$ cat src/rtl/isqrt_pipe_n.sv
// Fully pipelined 32-bit integer square root, y = floor(sqrt(x)), fixed latency N_STAGES.
// Restoring digit-by-digit algorithm, 16/N_STAGES iterations per registered stage.
module isqrt_pipe_n #(
    parameter int N_STAGES = 4
) (
    input  logic        clk,
    input  logic        rst,
    input  logic        x_vld,
    input  logic [31:0] x,
    output logic        y_vld,
    output logic [15:0] y
);

    localparam int K = (N_STAGES > 0) ? (16 / N_STAGES) : 1;

    typedef struct packed {
        logic [31:0] bits;
        logic [17:0] rem;
        logic [15:0] root;
    } sq_state_t;

    if ((N_STAGES < 1) || (N_STAGES > 16) || ((16 % N_STAGES) != 0)) begin : g_bad_stages
        $error("isqrt_pipe_n: N_STAGES must be 1, 2, 4, 8 or 16");
    end

    // rem stays below 2^16 before each shift, so dropping its top two bits is lossless.
    function automatic sq_state_t sqrt_iters(input sq_state_t s);
        sq_state_t   v;
        logic [17:0] trial;
        v = s;
        for (int i = 0; i < K; i++) begin
            v.rem  = {v.rem[15:0], v.bits[31:30]};
            v.bits = {v.bits[29:0], 2'b00};
            trial  = {v.root, 2'b01};
            if (v.rem >= trial) begin
                v.rem  = v.rem - trial;
                v.root = {v.root[14:0], 1'b1};
            end else begin
                v.root = {v.root[14:0], 1'b0};
            end
        end
        return v;
    endfunction

    for (genvar g = 0; g < N_STAGES; g++) begin : g_stage
        logic      vld_in_s;
        sq_state_t st_in_s;
        sq_state_t st_nxt_s;
        logic      vld_r;
        sq_state_t st_r;

        if (g == 0) begin : g_first
            assign vld_in_s = x_vld;
            assign st_in_s  = {x, 18'd0, 16'd0};
        end else begin : g_next
            assign vld_in_s = g_stage[g-1].vld_r;
            assign st_in_s  = g_stage[g-1].st_r;
        end

        assign st_nxt_s = sqrt_iters(st_in_s);

        // Stage valid flag; clearing it is what discards operands in flight.
        always_ff @(posedge clk) begin
            if (!rst) begin
                vld_r <= 1'b0;
            end else begin
                vld_r <= vld_in_s;
            end
        end

        // Stage datapath; contents of an invalid stage are meaningless, so no reset.
        always_ff @(posedge clk) begin
            st_r <= st_nxt_s;
        end
    end

    // Final remainder and leftover operand bits are not part of the result.
    sq_state_t unused_tail_s;
    assign unused_tail_s = g_stage[N_STAGES-1].st_r;

    assign y_vld = g_stage[N_STAGES-1].vld_r;
    assign y     = g_stage[N_STAGES-1].st_r.root;

endmodule

$ cat config.mk
export PLATFORM = sky130hd
export DESIGN_NAME = isqrt_pipe_n
export DESIGN_NICKNAME = d
export VERILOG_FILES = /design/src/rtl/isqrt_pipe_n.sv
export SDC_FILE = /design/constraint.sdc
export NUM_CORES = 1
export LEC_CHECK = 0
export ABC_AREA = 1
export BUFFER_PORTS_ARGS = -buffer_cell sky130_fd_sc_hd__buf_2
export CORE_MARGIN = 5
export CORE_UTILIZATION = 61
export DETAILED_ROUTE_END_ITERATION = 10
export GPL_ROUTABILITY_DRIVEN = 0
export GPL_TIMING_DRIVEN = 0
export PLACE_DENSITY = 0.83
export SLEW_MARGIN = 40
export SYNTH_ARGS = -nofsm -noshare
export SYNTH_HDL_FRONTEND = slang
export SYNTH_SLANG_ARGS = --single-unit
export TNS_END_PERCENT = 1
$ cat constraint.sdc
create_clock -name clk -period 9.4 [get_ports clk]
set_clock_uncertainty 0.15 [all_clocks]
set_input_delay 0.94 -clock clk [delete_from_list [all_inputs] [get_ports clk]]
set_output_delay 0.94 -clock clk [all_outputs]
set_load 0.1 [all_outputs]
==> flow_metrics.py <==
metrics = {
    "clock_network": {
        "cts_buffer_depth": 2,
        "cts_resized": 3,
        "cts-buffers-inserted": 17,
        "cts_root_buf": "clkbuf_16",
        "clk_latency_ns": 0.44,
        "cts_setup_buffers": 0,
        "path_clk_slew_ns": 0.06,
        "cts.sinks": 140,
        "tritoncts": "done",
        "htree_levels": 4,
        "cts_hold_buffers": 0,
    },
    "timing": {
        "hold_slack_ns": 0.173,
        "finalCritPeriodShare_pct": 92.7,
        "hold_violations": 0,
        "maxSlewViolCount": 0,
        "slew_headroom_pct": 57.0,
        "worst_slew_pin_slew_ns": 0.639,
        "period_minus_slack_ns": 8.71,
        "setup_viol": 0,
        "max_freq_mhz": 115,
    },
    "worst_setup_path": {
        "r2r_cells": 42,
        "crit_fanout": 11,
        "max_stage_delay_ns": 0.45,
        "crit_type": "flip-flop to flip-flop",
        "endpoint_kind": "flip-flop",
        "worstSetupStartpointType": "flip-flop",
        "path_common_cell": "nand2_1",
        "r2r_slack_ns": 0.69,
        "path_depth": 42,
        "crit_family": "compound AO/OA/AOI/OAI gates",
        "crit_slowest_cell": "a31oi_1",
        "critical_path_arrival_ns": 8.94,
        "worstPathRequired_ns": 9.63,
        "timing.critical_path.buf_inv": 8,
    },
    "synth": {
        "synthTopCellsByCount": "nand2_1, inv_1, nor2_1",
        "synth_compound_area_share_pct": 12.9,
        "synth-seq-area-share_pct": 20.5,
        "synthFlopType": "dfxtp_1",
        "yosysMostFrequentCell": "nand2_1",
        "yosysUniqueCellTypes": 56,
        "synth_top_family_by_area": "simple AND/OR/NAND/NOR gates",
        "async_flop_share_pct": 0,
        "yosysTopAreaCellShare_pct": 20.5,
        "synth_xor_area_share_pct": 6.53,
        "synth_simple_gate_area_share_pct": 36.6,
        "synth-edff-count": 0,
        "avgSynthCellArea_um2": 6.20,
        "synth_top_area_cell": "dfxtp_1",
        "synthAdderAreaFrac_pct": 13.8,
        "yosysWarnings": 0,
        "synth_mux_area_share_pct": 0.146,
        "syn-cell-area_mm2": 0.0137,
        "synthCells": 2207,
        "synthTopCellsByArea": "dfxtp_1, nand2_1, ha_1",
        "synth-seq-cells": 140,
    },
    "detailed_routing": {
        "avgViaCountPerCell": 5.73,
        "ant_nets": 0,
        "drc": 0,
        "wl_per_cell_um": 14.7,
        "vias": 14700,
        "wl_um": 37700,
        "firstDrtPassIters": 6,
        "drt_iter0_drc": 1196,
    },
    "placement": {
        "placed_cell_area_mm2": 0.0143,
        "dp.cells": 2539,
        "place_hpwl_um": 30100,
        "portBuffers": 51,
    },
    "floorplan": {
        "ios": 52,
        "core-area_mm2": 0.0220,
        "die_w_um": 160,
        "initial_core_util_pct": 62.3,
        "fp-row-count": 54,
        "dieArea_mm2": 0.0255,
        "die_h_um": 160,
    },
    "finish": {
        "stdcell_count": 2569,
        "fin_area_mm2": 0.0150,
        "n_antenna_cell": 0,
        "area_delta_synth_final_pct": 9.24,
        "nNetsFinal": 2462,
        "regArea_mm2": 0.00280,
        "drive_gt1_share_pct": 7.56,
        "fillers": 1947,
        "multi_input_comb_area_mm2": 0.00963,
    },
    "pwr": {
        "power_density_mw_per_mm2": 344,
        "leakage_uw": 0.00812,
        "vdd_drop_max_uv": 182,
        "total_power_uw": 5140,
    },
    "grt": {
        "grt-ovfl-total": 0,
        "grt_pass1_wl_um": 62500,
        "grt_pass1_vias": 13800,
        "grtUsageTotal_pct": 28.8,
        "grt_max_degree": 17,
        "antenna_found_initial": 0,
    },
    "status": {
        "status": "complete, no violations",
    },
    "min_path": {
        "min_delay_path_depth": 0,
        "hold_path_class": "flip-flop to flip-flop",
    },
    "run": {
        "drv_cap": 0,
    },
}
[registers in the layout, indices dropped and copies added (netlist names)]
| signal | cells |
|---|---|
| g_stage.st_r | 120 |
| g_stage.vld_r | 3 |
| y | 16 |
| y_vld | 1 |
[placed cells by master, fill, tap and decap left out, drive strengths merged, types with 13 or more instances in the layout]
cell type  instances
nand2            651
inv              303
nor2             221
nand3            181
ha               151
o21ai            142
dfxtp            140
a21oi            121
buf               70
xnor2             51
xor2              51
nand4             47
nor3              29
clkbuf            26
nand3b            13
[cells by family after synthesis]
kind of cell	Yosys count
and+or+nand+nor	1160
buffers and inverters	331
AOI/OAI and AO/OA	320
adders and majority gates	151
DFF	140
xor gates and xnor gates	102
muxes	2
other	1
[final cells by class]
type	instances	share of cell area (%)
clock inverter	13	1.11
inverter	303	7.65
tap	280	2.34
sequential	140	18.7
clock buffer	19	2.89
timing repair buffer	51	1.71
multi-input combinational	1737	64.4
buffer	26	1.15
[worst paths after layout]
| kind | startpoint | endpoint |
|---|---|---|
| worst max-delay path | g_stage[2].st_r[1] | y[0] |
| worst min-delay path | g_stage[0].st_r[45] | g_stage[1].st_r[53] |
| worst max register to register | g_stage[2].st_r[1] | y[0] |
| worst min register to register | g_stage[0].st_r[45] | g_stage[1].st_r[53] |
[per-layer routing]
layer	track usage, %	vias to the layer above	wire [um]	share of wire [%]
met2	50.3	616	17700	47
met4	11.2	0	1310	3.5
met5	0	-	0	0
met1	35.7	6620	15800	42
li1	-	7339	-	-
met3	4.46	136	2830	7.5
[stage by stage]
step / worst slack [ns] / TNS (ns) / util (%)
final: 0.687 / 0 / 68.1
after global routing: -0.0112 / -0.0131 / 68.1
after CTS: 0.180 / 0 / 67.9
after detailed placement: -0.269 / -0.269 / 65.1
after global placement: -0.165 / -0.165 / 65.1
after floorplan: 2.27 / 0 / -
[power by group]
group / leakage, uW / switching (uW) / internal [uW]
Combinational: 0.00667 / 2440 / 1200
Sequential: 0.00117 / 87.1 / 718
Clock: 0.000284 / 277 / 418
Total: 0.00812 / 2800 / 2330
Power figures use the tool's default switching activity.
